$ cat src/rtl/instr_pkg.sv
// Encoding constants, request record and word-packing helper for the instruction encoder.
package instr_pkg;

    typedef enum logic [2:0] {
        KindAluImm = 3'd0,
        KindAluReg = 3'd1,
        KindLoad   = 3'd2,
        KindStore  = 3'd3,
        KindBranch = 3'd4,
        KindHalt   = 3'd5,
        KindNop    = 3'd6,
        KindRsvd   = 3'd7
    } kindE;

    localparam logic [1:0] ClassAluImm = 2'b00;
    localparam logic [1:0] ClassAluReg = 2'b01;
    localparam logic [1:0] ClassMem    = 2'b10;
    localparam logic [1:0] ClassCtrl   = 2'b11;

    localparam logic [31:0] HaltWord = 32'hD000_0000;
    localparam logic [31:0] NopWord  = 32'hC800_0000;

    localparam int unsigned ClassHi     = 31;
    localparam int unsigned ClassLo     = 30;
    localparam int unsigned AluModeBit  = 29;
    localparam int unsigned SetFlagsBit = 28;
    localparam int unsigned FuncHi      = 27;
    localparam int unsigned FuncLo      = 25;
    localparam int unsigned LdstRegBit  = 26;
    localparam int unsigned StoreBit    = 25;
    localparam int unsigned CondEnBit   = 26;
    localparam int unsigned CondHi      = 24;
    localparam int unsigned CondLo      = 21;
    localparam int unsigned RdHi        = 24;
    localparam int unsigned RdLo        = 22;
    localparam int unsigned Rs1Hi       = 21;
    localparam int unsigned Rs1Lo       = 19;
    localparam int unsigned Rs2Hi       = 18;
    localparam int unsigned Rs2Lo       = 16;
    localparam int unsigned ImmHi       = 15;
    localparam int unsigned ImmLo       = 0;

    typedef struct packed {
        kindE        kind;
        logic        aluMode;
        logic        setFlags;
        logic [2:0]  func;
        logic [2:0]  rd;
        logic [2:0]  rs1;
        logic [2:0]  rs2;
        logic [15:0] imm;
        logic        condEn;
        logic [3:0]  cond;
        logic        ldstReg;
    } reqT;

    // Register and immediate fields pass through for every field-carrying kind;
    // a branch condition then overlays the rd/rs1 bits it shares.
    function automatic logic [31:0] encodeWord(reqT req);
        logic [31:0] w;
        w = '0;
        w[RdHi:RdLo]   = req.rd;
        w[Rs1Hi:Rs1Lo] = req.rs1;
        w[Rs2Hi:Rs2Lo] = req.rs2;
        w[ImmHi:ImmLo] = req.imm;
        case (req.kind)
            KindAluImm: begin
                w[ClassHi:ClassLo] = ClassAluImm;
                w[AluModeBit]      = req.aluMode;
                w[SetFlagsBit]     = req.setFlags;
                w[FuncHi:FuncLo]   = req.func;
            end
            KindAluReg: begin
                w[ClassHi:ClassLo] = ClassAluReg;
                w[AluModeBit]      = req.aluMode;
                w[FuncHi:FuncLo]   = req.func;
            end
            KindLoad, KindStore: begin
                w[ClassHi:ClassLo] = ClassMem;
                w[LdstRegBit]      = req.ldstReg;
                w[StoreBit]        = (req.kind == KindStore);
            end
            KindBranch: begin
                w[ClassHi:ClassLo] = ClassCtrl;
                w[CondEnBit]       = req.condEn;
                w[CondHi:CondLo]   = req.condEn ? req.cond : 4'h0;
            end
            KindHalt: w = HaltWord;
            KindNop:  w = NopWord;
            default:  w = '0;
        endcase
        return w;
    endfunction

endpackage

$ cat src/rtl/instr_encoder_if.sv
// Request and output-stream bundle of the instruction encoder; slave is the encoder side.
interface instr_encoder_if #(
    parameter int unsigned ADDR_W = 8,
    parameter int unsigned CNT_W  = 16
);

    logic              restart;
    logic              in_valid;
    logic              in_ready;
    logic [2:0]        in_kind;
    logic              in_alu_mode;
    logic              in_set_flags;
    logic [2:0]        in_func;
    logic [2:0]        in_rd;
    logic [2:0]        in_rs1;
    logic [2:0]        in_rs2;
    logic [15:0]       in_imm;
    logic              in_cond_en;
    logic [3:0]        in_cond;
    logic              in_ldst_reg;
    logic              out_valid;
    logic              out_ready;
    logic [31:0]       out_word;
    logic [ADDR_W-1:0] out_addr;
    logic              sealed;
    logic [CNT_W-1:0]  word_count;
    logic              err;

    modport slave (
        input  restart, in_valid, in_kind, in_alu_mode, in_set_flags, in_func,
               in_rd, in_rs1, in_rs2, in_imm, in_cond_en, in_cond, in_ldst_reg, out_ready,
        output in_ready, out_valid, out_word, out_addr, sealed, word_count, err
    );

    modport master (
        output restart, in_valid, in_kind, in_alu_mode, in_set_flags, in_func,
               in_rd, in_rs1, in_rs2, in_imm, in_cond_en, in_cond, in_ldst_reg, out_ready,
        input  in_ready, out_valid, out_word, out_addr, sealed, word_count, err
    );

endinterface

$ cat src/rtl/instr_enc_fifo2.sv
// Two-entry valid/ready skid buffer with synchronous flush; head entry is held until popped.
module instr_enc_fifo2 #(
    parameter int unsigned Width = 40
) (
    input  logic             clk,
    input  logic             rst,
    input  logic             flush,
    input  logic             pushValid,
    input  logic [Width-1:0] pushData,
    output logic             full,
    output logic             popValid,
    input  logic             popReady,
    output logic [Width-1:0] popData
);

    logic [Width-1:0] memQ [2];
    logic             wrPtrQ;
    logic             rdPtrQ;
    logic [1:0]       countQ;
    logic             doPush;
    logic             doPop;

    assign full     = (countQ == 2'd2);
    assign popValid = (countQ != 2'd0);
    assign popData  = memQ[rdPtrQ];
    assign doPush   = pushValid & ~full;
    assign doPop    = popValid & popReady;

    always_ff @(posedge clk or posedge rst) begin
        if (rst) begin
            memQ[0] <= '0;
            memQ[1] <= '0;
            wrPtrQ  <= 1'b0;
            rdPtrQ  <= 1'b0;
            countQ  <= 2'd0;
        end else if (flush) begin
            wrPtrQ <= 1'b0;
            rdPtrQ <= 1'b0;
            countQ <= 2'd0;
        end else begin
            if (doPush) begin
                memQ[wrPtrQ] <= pushData;
                wrPtrQ       <= ~wrPtrQ;
            end
            if (doPop) begin
                rdPtrQ <= ~rdPtrQ;
            end
            countQ <= countQ + {1'b0, doPush} - {1'b0, doPop};
        end
    end

endmodule

$ cat src/rtl/instr_encoder.sv
// Streaming instruction encoder: packs field requests into IMEM words with sequential addresses.
// Define INSTR_ENC_CHECK_EN to also reject field combinations the decoder would misread.
module instr_encoder
    import instr_pkg::*;
#(
    parameter int unsigned ADDR_W = 8,
    parameter int unsigned CNT_W  = 16
) (
    input logic           clk,
    input logic           rst,
    instr_encoder_if.slave bus
);

    localparam int unsigned DataW = 32 + ADDR_W;
    localparam logic [ADDR_W-1:0] AddrOne = ADDR_W'(1);
    localparam logic [CNT_W-1:0]  CntOne  = CNT_W'(1);

    typedef enum logic [0:0] {
        StRun,
        StSealed
    } stateE;

    stateE             stateQ;
    logic [ADDR_W-1:0] addrQ;
    logic [CNT_W-1:0]  countQ;
    logic              sealedQ;
    logic              errQ;

    reqT               req;
    logic              legal;
    logic              accept;
    logic              push;
    logic              full;
    logic              popValid;
    logic              handshake;
    logic [DataW-1:0]  headData;
    logic [31:0]       headWord;

    always_comb begin
        req          = '0;
        req.kind     = kindE'(bus.in_kind);
        req.aluMode  = bus.in_alu_mode;
        req.setFlags = bus.in_set_flags;
        req.func     = bus.in_func;
        req.rd       = bus.in_rd;
        req.rs1      = bus.in_rs1;
        req.rs2      = bus.in_rs2;
        req.imm      = bus.in_imm;
        req.condEn   = bus.in_cond_en;
        req.cond     = bus.in_cond;
        req.ldstReg  = bus.in_ldst_reg;
    end

    always_comb begin
        legal = (req.kind != KindRsvd);
`ifdef INSTR_ENC_CHECK_EN
        case (req.kind)
            KindAluImm: if (req.setFlags && !req.aluMode) legal = 1'b0;
            // func[2:1]==00 on a register op would decode as the immediate form
            KindAluReg: if (req.setFlags || req.func[2:1] == 2'b00) legal = 1'b0;
            KindBranch: if (!req.condEn && req.cond != 4'h0) legal = 1'b0;
            default: ;
        endcase
`endif
    end

    assign bus.in_ready = ~rst & ~full & (stateQ == StRun);
    assign accept       = bus.in_valid & bus.in_ready & ~bus.restart;
    assign push         = accept & legal;
    assign handshake    = popValid & bus.out_ready & ~bus.restart;
    assign headWord     = headData[DataW-1:ADDR_W];

    instr_enc_fifo2 #(
        .Width(DataW)
    ) u_fifo (
        .clk      (clk),
        .rst      (rst),
        .flush    (bus.restart),
        .pushValid(push),
        .pushData ({encodeWord(req), addrQ}),
        .full     (full),
        .popValid (popValid),
        .popReady (bus.out_ready),
        .popData  (headData)
    );

    always_ff @(posedge clk or posedge rst) begin
        if (rst) begin
            stateQ  <= StRun;
            addrQ   <= '0;
            countQ  <= '0;
            sealedQ <= 1'b0;
            errQ    <= 1'b0;
        end else if (bus.restart) begin
            stateQ  <= StRun;
            addrQ   <= '0;
            countQ  <= '0;
            sealedQ <= 1'b0;
            errQ    <= 1'b0;
        end else begin
            errQ <= accept & ~legal;
            if (push) begin
                addrQ <= addrQ + AddrOne;
                if (req.kind == KindHalt) begin
                    stateQ <= StSealed;
                end
            end
            if (handshake) begin
                if (countQ != '1) begin
                    countQ <= countQ + CntOne;
                end
                // Only HALT can produce this word, so it marks the seal point in the stream
                if (headWord == HaltWord) begin
                    sealedQ <= 1'b1;
                end
            end
        end
    end

    assign bus.out_valid  = popValid;
    assign bus.out_word   = headWord;
    assign bus.out_addr   = headData[ADDR_W-1:0];
    assign bus.sealed     = sealedQ;
    assign bus.word_count = countQ;
    assign bus.err        = errQ;

endmodule

$ cat src/flat_wrapper.sv
// flat-port wrapper written by rule: the top's interface ports become plain ports
module instr_encoder_flat import instr_pkg::*;
#(
    parameter int unsigned ADDR_W = 8,
    parameter int unsigned CNT_W  = 16
)
  (clk, rst, bus_restart, bus_in_valid, bus_in_kind, bus_in_alu_mode, bus_in_set_flags, bus_in_func, bus_in_rd, bus_in_rs1, bus_in_rs2, bus_in_imm, bus_in_cond_en, bus_in_cond, bus_in_ldst_reg, bus_out_ready, bus_in_ready, bus_out_valid, bus_out_word, bus_out_addr, bus_sealed, bus_word_count, bus_err);
  instr_encoder_if #(.ADDR_W(ADDR_W), .CNT_W(CNT_W)) bus_i ();
  input logic clk;
  input logic rst;
  input wire logic [$bits(bus_i.restart)-1:0] bus_restart;
  input wire logic [$bits(bus_i.in_valid)-1:0] bus_in_valid;
  input wire logic [$bits(bus_i.in_kind)-1:0] bus_in_kind;
  input wire logic [$bits(bus_i.in_alu_mode)-1:0] bus_in_alu_mode;
  input wire logic [$bits(bus_i.in_set_flags)-1:0] bus_in_set_flags;
  input wire logic [$bits(bus_i.in_func)-1:0] bus_in_func;
  input wire logic [$bits(bus_i.in_rd)-1:0] bus_in_rd;
  input wire logic [$bits(bus_i.in_rs1)-1:0] bus_in_rs1;
  input wire logic [$bits(bus_i.in_rs2)-1:0] bus_in_rs2;
  input wire logic [$bits(bus_i.in_imm)-1:0] bus_in_imm;
  input wire logic [$bits(bus_i.in_cond_en)-1:0] bus_in_cond_en;
  input wire logic [$bits(bus_i.in_cond)-1:0] bus_in_cond;
  input wire logic [$bits(bus_i.in_ldst_reg)-1:0] bus_in_ldst_reg;
  input wire logic [$bits(bus_i.out_ready)-1:0] bus_out_ready;
  output wire logic [$bits(bus_i.in_ready)-1:0] bus_in_ready;
  output wire logic [$bits(bus_i.out_valid)-1:0] bus_out_valid;
  output wire logic [$bits(bus_i.out_word)-1:0] bus_out_word;
  output wire logic [$bits(bus_i.out_addr)-1:0] bus_out_addr;
  output wire logic [$bits(bus_i.sealed)-1:0] bus_sealed;
  output wire logic [$bits(bus_i.word_count)-1:0] bus_word_count;
  output wire logic [$bits(bus_i.err)-1:0] bus_err;
  assign bus_i.restart = bus_restart;
  assign bus_i.in_valid = bus_in_valid;
  assign bus_i.in_kind = bus_in_kind;
  assign bus_i.in_alu_mode = bus_in_alu_mode;
  assign bus_i.in_set_flags = bus_in_set_flags;
  assign bus_i.in_func = bus_in_func;
  assign bus_i.in_rd = bus_in_rd;
  assign bus_i.in_rs1 = bus_in_rs1;
  assign bus_i.in_rs2 = bus_in_rs2;
  assign bus_i.in_imm = bus_in_imm;
  assign bus_i.in_cond_en = bus_in_cond_en;
  assign bus_i.in_cond = bus_in_cond;
  assign bus_i.in_ldst_reg = bus_in_ldst_reg;
  assign bus_i.out_ready = bus_out_ready;
  assign bus_in_ready = bus_i.in_ready;
  assign bus_out_valid = bus_i.out_valid;
  assign bus_out_word = bus_i.out_word;
  assign bus_out_addr = bus_i.out_addr;
  assign bus_sealed = bus_i.sealed;
  assign bus_word_count = bus_i.word_count;
  assign bus_err = bus_i.err;
  instr_encoder #(.ADDR_W(ADDR_W), .CNT_W(CNT_W)) u_core (.clk(clk), .rst(rst), .bus(bus_i));
endmodule
$ cat config.mk
export PLATFORM = sky130hd
export DESIGN_NAME = instr_encoder_flat
export DESIGN_NICKNAME = d
export VERILOG_FILES = /design/src/rtl/instr_pkg.sv /design/src/rtl/instr_encoder_if.sv /design/src/rtl/instr_enc_fifo2.sv /design/src/rtl/instr_encoder.sv /design/src/flat_wrapper.sv
export SDC_FILE = /design/constraint.sdc
export NUM_CORES = 1
export LEC_CHECK = 0
export CAP_MARGIN = 30
export CORE_ASPECT_RATIO = 0.8
export CORE_MARGIN = 4
export CORE_UTILIZATION = 48
export DETAILED_ROUTE_END_ITERATION = 7
export PLACE_DENSITY = 0.74
export SYNTH_ARGS = -nofsm -noshare
export SYNTH_HDL_FRONTEND = slang
export SYNTH_SLANG_ARGS = --single-unit
$ cat constraint.sdc
create_clock -name clk -period 3.9 [get_ports clk]
set_clock_uncertainty 0.1 [all_clocks]
set_input_delay 0.78 -clock clk [delete_from_list [all_inputs] [get_ports clk]]
set_output_delay 0.78 -clock clk [all_outputs]
set_load 0.01 [all_outputs]
==> results of run 1 <==
[final cells by class]
class,count,area (um^2),share of cell area
clock inverters,6,83.8,0.0116
well taps,148,185,0.0256
repair buffers,113,1160,0.161
clock buffers,10,239,0.0331
flip-flops and latches,111,2780,0.384
multi-input cells,324,2730,0.378
inverters,12,47.5,0.00658
[through the flow]
step	utilization	power [mW]	hold WS, ps	setup WS [ps]
after detailed placement	0.600	3.12	376	631
final	0.628	4.08	389	637
after global routing	0.628	4.30	414	662
after floorplan	-	2.44	354	89.3
after CTS	0.628	4.12	391	682
after global placement	0.595	3.06	367	733
[power groups by stage]
stage                     clock network, mW  registers [mW]  logic (mW)
final                                 0.978            1.68        1.42
after CTS                              1.00            1.68        1.44
after detailed placement                  0            1.70        1.43
after floorplan                           0            1.58       0.855
after global routing                   1.04            1.72        1.53
after global placement                    0            1.72        1.34
[path summary, 6_finish.rpt]
| kind | startpoint | end | cells past startpoint |
|---|---|---|---|
| worst max-delay path | rst | bus_in_ready | 3 |
| worst min-delay path | u_core.u_fifo.memQ[40] | u_core.u_fifo.memQ[40] | 1 |
| worst max register to register | u_core.stateQ | u_core.u_fifo.memQ[39] | 5 |
| worst min register to register | u_core.u_fifo.memQ[40] | u_core.u_fifo.memQ[40] | 1 |
| max in group asynchronous | rst | u_core.u_fifo.memQ[12] | 4 |
| min in group asynchronous | rst | u_core.u_fifo.countQ[0] | 2 |
[placed cells by master, fill, tap and decap left out, drive strengths merged, types with 3 or more instances in the layout]
cell and n:
a211oi 4, a21oi 20, a22o 7, and2 23, buf 10, clkbuf 10, clkdlybuf4s50 103, clkinv 4
dfrtp 111, ha 4, inv 12, mux2 122, mux2i 3, nand2 12, nand3 12, nand4 5
nor2 18, nor2b 4, nor3 13, nor4 12, o21ai 8, o31ai 9, or3 5, or4 11
xnor2 3
[cell families after synthesis]
family / synth area share
AND/OR/NAND/NOR: 0.136
multiplexers: 0.248
flip-flops: 0.492
buffers and inverters: 0.0275
adder cells (fa/ha/maj): 0.00886
AO/OA/AOI/OAI: 0.0797
XOR/XNOR: 0.00775
[layer usage]
layer / vias to the layer above / global-route usage / part of all wire
met2: 106 / 0.325 / 0.48
met1: 2087 / 0.285 / 0.46
met4: 0 / 0.0532 / 0.011
met5: - / 0 / 0
met3: 12 / 0.0409 / 0.043
li1: 1953 / - / -
[sequential cells by signal (all words and copies together), names as in the netlist]
signal,count
u_core.bus.sealed,1
u_core.u_fifo.countQ,2
u_core.bus.word_count,16
u_core.u_fifo.wrPtrQ,1
u_core.stateQ,1
u_core.u_fifo.rdPtrQ,1
u_core.addrQ,8
u_core.bus.err,1
u_core.u_fifo.memQ,80
[critical path, cell delays in order]
cell             delay (ps)
clkdlybuf4s50_1         490
a211oi_1                480
clkdlybuf4s50_1         630
==> flow_summary.yaml, run 1 <==
outcome:
  status: "completed"
clock_tree:
  clockRootBuffer: "clkbuf_16"
  ctsResizeCount: 0
  clkLatencyLatePin_ps: 340
  ctsHtreeMaxLevel: 3
  cts.sinks: 111
  hold_buffers: 0
  clk_pin_slew_ps: 70
  cts_tree: "built"
  post_cts_buffers: 0
  cts_made_buffers: 9
  clockBufferDepth: 2
pwr:
  p_leak_nw: 3.13
  p_per_area_nw_per_um2: 565
  clkPwrFrac: 0.240
  net-switching-power_mw: 1.22
  p_int_mw: 2.86
  peakVddDrop_v: 0.000460
  combPwrFrac: 0.348
  swShare: 0.300
  power_frac_seq: 0.412
worst_setup_path:
  crit_required_ps: 3020
  path_max_fanout: 3
  r2r_slack_ps: 1630
  startpoint_type: "input port"
  worstSetupPathType: "in -> out"
  critPathCaptureType: "primary output"
  cp.arrival_ps: 2380
sta:
  grt_setup_unrepaired: "false"
  setup-violations-final: 0
  slew_headroom: 0.536
  fin_tns_setup_ps: 0
  tightest_slew_ps: 691
  period_minus_slack_ps: 3260
  period_share: 0.837
  max_freq_ghz: 0.306
  hold_viol: 0
  report.final.slew_viol_count: 0
cells_and_area:
  num_antenna_cells: 0
  drive_gt1_frac: 0.271
  fill_cells: 902
  finalNetCount: 619
  synthToLayoutAreaGrowth_pct: 27.9
  instances_no_fill: 724
  finish.instance_area_um2: 7230
yosys:
  async_flop_share: 1.00
  synthCells: 469
  ys.flop_type: "dfrtp_1"
  synth_most_common_cell: "mux2_2"
  synth_edf_count: 0
  netlist.area_leader.share: 0.492
  syn_area_per_cell_um2: 12.0
  synth.top_cells.by_area: "dfrtp_1 49%, mux2_2 24%, and2_1 2.5%"
  synth_fp_nets: 517
  synth-seq-area-share: 0.492
  synth-seq-cells: 111
  synth_common_cells: "118 x mux2_2, 111 x dfrtp_1, 23 x and2_1, 20 x a21oi_1, 18 x nor2_1"
  yosys_warnings: 0
  yosys.area.top_type: "dfrtp_1"
  synth.distinct_cells: 54
  synth_area_um2: 5650
grt:
  antenna_found_initial: 0
  grt_pass1_vias: 4283
  grt_max_degree: 61
  grtUsageTotal: 0.204
  gr-total-overflow: 0
  grt_pass1_wl_um: 22100
hold_path:
  hold_path_class: "reg -> reg"
job:
  maxCapViolCount: 0
placed_design:
  place_area_um2: 6910
  gp_congestion: 0.830
  io_buffers: 103
  dp_hpwl_um: 9470
  dp.cells: 708
drt:
  firstDrtPassIters: 4
  first_iter_violations: 282
  drt.antenna.violating_nets: 0
  drc_errors: 0
  dr_total_vias: 4158
  totalWireLength_um: 13500
  avgViaCountPerCell: 5.74
  wl_per_cell_um: 18.6
floorplanning:
  core_um2: 11500
  rows: 35
  num_io_pins: 104
  die_h_um: 105
  die_w_um: 129
  initial_core_util: 0.491
  dieArea_um2: 13600
(Power assumes the default switching activity.)
==> inputs of run 2 (changes only) <==
clock period = 2.82 ns   (was 3.9 ns; I/O delays follow)
==> run 2 against run 1 <==
Critical path depth did not move. Clock power is 39% higher. Critical endpoint is now bus_out_word[3]. Utilization up 0.59 points. Worst setup slack got worse by 510 ps. Via count is 1.1% higher. Highest routed layer unchanged.
==> flow_summary.yaml, run 2 (same netlist as run 1, synthesis figures left out) <==
pwr:
  p_leak_nw: 3.16
  combPwrFrac: 0.355
  p_int_mw: 3.99
  power_frac_seq: 0.405
  swShare: 0.298
  p_per_area_nw_per_um2: 779
  net-switching-power_mw: 1.69
  clkPwrFrac: 0.240
  peakVddDrop_v: 0.000542
floorplanning:
  initial_core_util: 0.491
  rows: 35
  num_io_pins: 104
  die_h_um: 105
  die_w_um: 129
  dieArea_um2: 13600
  core_um2: 11500
grt:
  grtUsageMet2: 0.324
  use_met1: 0.287
  gr-total-overflow: 0
  grt_pass1_wl_um: 22200
  top_usage_layer: "met2"
  use_met3: 0.0378
  grtUsageTotal: 0.203
  grt_pass1_vias: 4371
  grt_max_degree: 112
  antenna_found_initial: 0
drt:
  firstDrtPassIters: 4
  totalWireLength_um: 13500
  avgViaCountPerCell: 5.74
  drc_errors: 0
  wl_per_cell_um: 18.4
  dr_total_vias: 4204
  drt.antenna.violating_nets: 0
  first_iter_violations: 224
worst_setup_path:
  worstPathBufferInverterCount: 2
  r2r_slack_ps: 680
  max_stage_delay_ps: 610
  startpoint_type: "flop"
  timing.rr.start: "u_core.bus.word_count[0]"
  rr_endpoint: "u_core.bus.word_count[5]"
  reg2reg_depth: 5
  critical_path.top_delay_family: "buffers and inverters"
  crit_required_ps: 2160
  worstSetupPathType: "reg -> out"
  cp_cell_sequence: "buf_12 -> mux2_2 -> clkdlybuf4s50_1"
  critPathLaunch: "u_core.u_fifo.rdPtrQ"
  critPathCaptureType: "primary output"
  endpoint: "bus_out_word[3]"
  cp.depth: 3
  path_max_fanout: 21
  critPathSlowestCell: "dfrtp_2"
  cp.arrival_ps: 2030
cells_and_area:
  instances_no_fill: 732
  final_common_cell: "mux2_2"
  top_register: "u_core.u_fifo.memQ"
  mostFrequentLayoutCells: "118 x mux2_2, 110 x dfrtp_1, 103 x clkdlybuf4s50_1, 23 x and2_1, 20 x a21oi_1"
  finalNetCount: 627
  drive_gt1_frac: 0.279
  synthToLayoutAreaGrowth_pct: 29.1
  num_antenna_cells: 0
  largest_register_ffs: 80
clock_tree:
  cts_tree: "built"
  clockRootBuffer: "clkbuf_16"
  cts_made_buffers: 9
  clk_pin_slew_ps: 70
  ctsResizeCount: 0
  clkLatencyLatePin_ps: 340
  ctsHtreeMaxLevel: 3
  clockBufferDepth: 2
  hold_buffers: 0
  cts.sinks: 111
  post_cts_buffers: 0
hold_path:
  hold_path_class: "reg -> reg"
  whs_path_depth: 1
job:
  maxCapViolCount: 0
placed_design:
  io_buffers: 103
  gp_congestion: 0.794
  dp_hpwl_um: 9450
  dp.cells: 716
  place_ws_ps: 85.5
sta:
  period_share: 0.957
  period_minus_slack_ps: 2700
  grt_setup_unrepaired: "false"
  tightest_slew_ps: 605
  hold_viol: 0
  setup-violations-final: 0
  setup_slack_ps: 122
  slew_headroom: 0.597
  fin_tns_setup_ps: 0
  timing.hold.ws_ps: 395
  report.final.slew_viol_count: 0
  max_freq_ghz: 0.371
outcome:
  status: "completed"
-- run 2: changes by cell type in the layout (fill, tap and decap cells not counted) --
cell / previous run / this run
clkinv_2: 3 / 1
buf_4: 6 / 13
clkbuf_1: 0 / 1
clkinvlp_4: 0 / 2
buf_16: 1 / 0
buf_12: 3 / 5
inv_4: 1 / 0
-- run 2: how the worst min path moves through the flow --
stage                                 from                      to  slack [ps]
floorplan           u_core.u_fifo.memQ[40]  u_core.u_fifo.memQ[40]         350
CTS                 u_core.u_fifo.memQ[40]  u_core.u_fifo.memQ[40]         400
detailed placement  u_core.u_fifo.memQ[40]  u_core.u_fifo.memQ[40]         380
global placement    u_core.u_fifo.memQ[40]  u_core.u_fifo.memQ[40]         370
global route        u_core.u_fifo.memQ[41]  u_core.u_fifo.memQ[41]         420
finish              u_core.u_fifo.memQ[41]  u_core.u_fifo.memQ[41]         400
-- run 2: through the flow --
| stage | power [mW] | utilization | cell area (um^2) |
|---|---|---|---|
| global route | 5.99 | 0.633 | 7300 |
| floorplan | 3.37 | - | 5650 |
| finish | 5.68 | 0.633 | 7300 |
| global placement | 4.29 | 0.605 | 6970 |
| detailed placement | 4.35 | 0.605 | 6970 |
| CTS | 5.72 | 0.633 | 7300 |
-- run 2: routing by layer --
metal / share of wire / wire length [um]
met5: 0 / 0
met3: 0.044 / 594
met4: 0.012 / 164
met1: 0.46 / 6260
met2: 0.48 / 6460
-- run 2: layout make-up --
cell class / instances / area [um^2]
fillers: 897 / 4220
flip-flops and latches: 111 / 2780
multi-input cells: 324 / 2730
repair buffers: 121 / 1230
clock buffers: 11 / 243
well taps: 148 / 185
clock inverters: 5 / 81.3
inverters: 12 / 48.8
-- run 2: power by group through the flow --
stage,Clock (mW),Combinational [mW],Sequential (mW)
after floorplan,0,1.18,2.19
after global placement,0,1.99,2.30
after detailed placement,0,2.02,2.33
after CTS,1.38,2.04,2.30
after global routing,1.45,2.17,2.36
final,1.36,2.02,2.30
==> inputs of run 3 (changes only) <==
PLACE_DENSITY = 0.79   (was 0.74)
==> run 3 against run 2 <==
Worst hold slack lost 6.7 ps. Clock power is essentially flat. Register-to-register slack gained 30 ps. First-iteration DRC count grew 39%. Worst setup slack lost 7.8 ps. Sequential cell count is the same. Count of clock-buffer cells in the layout shrank 1. Critical endpoint is now bus_out_word[16]. Routed wire length is essentially flat. Maximum frequency shrank 0.29%. Non-clock buffer count grew 2.
==> flow_summary.yaml, run 3 (same netlist as run 1, synthesis figures left out) <==
grt:
  antenna_found_initial: 0
  grt_max_degree: 112
  grt_pass1_vias: 4492
  gr-total-overflow: 0
  grtUsageTotal: 0.206
  grt_pass1_wl_um: 22600
cells_and_area:
  drive_gt1_frac: 0.283
  synthToLayoutAreaGrowth_pct: 29.3
  top_register: "u_core.u_fifo.memQ"
  largest_register_ffs: 80
  multi_input_comb_area_um2: 2730
  seq_area_um2: 2780
  num_antenna_cells: 0
  final_core_utilization: 0.635
  fill_cells: 897
  finalNetCount: 629
  final_common_cell: "mux2_2"
  mostFrequentLayoutCells: "118 x mux2_2, 110 x dfrtp_1, 103 x clkdlybuf4s50_1, 23 x and2_1, 20 x a21oi_1"
clock_tree:
  clockRootBuffer: "clkbuf_16"
  cts.sinks: 111
  cts_made_buffers: 9
  ctsHtreeMaxLevel: 3
  hold_buffers: 0
  post_cts_buffers: 0
  cts_tree: "built"
  ctsResizeCount: 0
  clk_pin_slew_ps: 70
  clockBufferDepth: 2
  clkLatencyLatePin_ps: 350
sta:
  setup-violations-final: 0
  slew_headroom: 0.584
  max_freq_ghz: 0.370
  period_minus_slack_ps: 2710
  fin_tns_setup_ps: 0
  period_share: 0.959
  report.final.slew_viol_count: 0
  tightest_slew_ps: 619
  setup_slack_ps: 115
  grt_setup_unrepaired: "false"
  hold_viol: 0
worst_setup_path:
  worstSetupPathType: "reg -> out"
  critPathSlowestCell: "dfrtp_4"
  rr_endpoint: "u_core.bus.word_count[5]"
  cp.depth: 3
  startpoint_type: "flop"
  worstPathBufferInverterCount: 2
  crit_required_ps: 2160
  cp.arrival_ps: 2040
  max_stage_delay_ps: 550
  critPathCaptureType: "primary output"
  cp_cell_sequence: "buf_4 -> mux2_2 -> clkdlybuf4s50_1"
  path_max_fanout: 14
  timing.rr.start: "u_core.bus.word_count[0]"
  reg2reg_depth: 5
  critical_path.top_delay_family: "buffers and inverters"
  r2r_slack_ps: 710
drt:
  drt.antenna.violating_nets: 0
  first_iter_violations: 311
  dr_total_vias: 4188
  drc_errors: 0
  totalWireLength_um: 13500
  wl_per_cell_um: 18.4
  firstDrtPassIters: 4
  avgViaCountPerCell: 5.71
placed_design:
  io_buffers: 103
  dp_hpwl_um: 9680
  place_ws_ps: 131
  gp_congestion: 0.840
hold_path:
  min_from: "u_core.u_fifo.memQ[40]"
  hold_path_class: "reg -> reg"
  whs_path_depth: 1
  hold_path_end: "u_core.u_fifo.memQ[40]"
pwr:
  p_leak_nw: 3.17
  peakVddDrop_v: 0.000488
  power_mw: 5.70
  p_per_area_nw_per_um2: 780
floorplanning:
  die_h_um: 105
  num_io_pins: 104
  initial_core_util: 0.491
  dieArea_um2: 13600
  die_w_um: 129
  rows: 35
  core_um2: 11500
job:
  maxCapViolCount: 0
outcome:
  status: "completed"
-- run 3: area by class of cell --
class	instances	share of cell area
Timing Repair Buffer	123	0.168
Sequential cell	111	0.381
Inverter	12	0.00668
Clock buffer	10	0.0327
Multi-Input combinational cell	324	0.374
Clock inverter	6	0.0127
Tap cell	148	0.0253
-- run 3: metal layers --
| layer | vias up | GRT usage | wire, um |
|---|---|---|---|
| met5 | - | 0 | 0 |
| met4 | 0 | 0.0435 | 107 |
| met3 | 7 | 0.0373 | 566 |
| met2 | 94 | 0.335 | 6650 |
| met1 | 2122 | 0.289 | 6150 |
| li1 | 1965 | - | - |
-- run 3: power breakdown --
part	switching [mW]	total (mW)	internal [mW]	leakage, nW
logic	0.799	2.02	1.22	1.53
registers	0.335	2.30	1.96	1.49
clock network	0.579	1.39	0.808	0.155
total	1.71	5.70	3.99	3.17
-- run 3: worst register-to-register path, cell delays in order, from the launching register on --
cell	delay (ps)
dfrtp_1	440
ha_1	270
nand3_1	270
nor4_4	60
a2111oi_1	480
mux2_1	370
-- run 3: how the worst max path moves through the flow --
| stage | slack [ps] | end | from |
|---|---|---|---|
| 6_report | 110 | bus_out_word[16] | u_core.u_fifo.rdPtrQ |
| 4_1_cts | 50 | bus_out_word[16] | u_core.u_fifo.rdPtrQ |
| 2_1_floorplan | 410 | u_core.u_fifo.countQ[1] | bus_in_kind[2] |
| 5_1_grt | 50 | bus_out_word[22] | u_core.u_fifo.rdPtrQ |
| 3_3_place_gp | 180 | u_core.u_fifo.memQ[14] | rst |
| 3_5_place_dp | 130 | u_core.u_fifo.countQ[1] | rst |
-- run 3: through the flow --
stage / area [um^2] / std cells / hold slack (ps)
2_1_floorplan: 5650 / 469 / 354
3_3_place_gp: 6970 / 718 / 365
3_5_place_dp: 6970 / 718 / 379
4_1_cts: 7310 / 734 / 395
5_1_grt: 7310 / 734 / 425
6_report: 7310 / 734 / 389
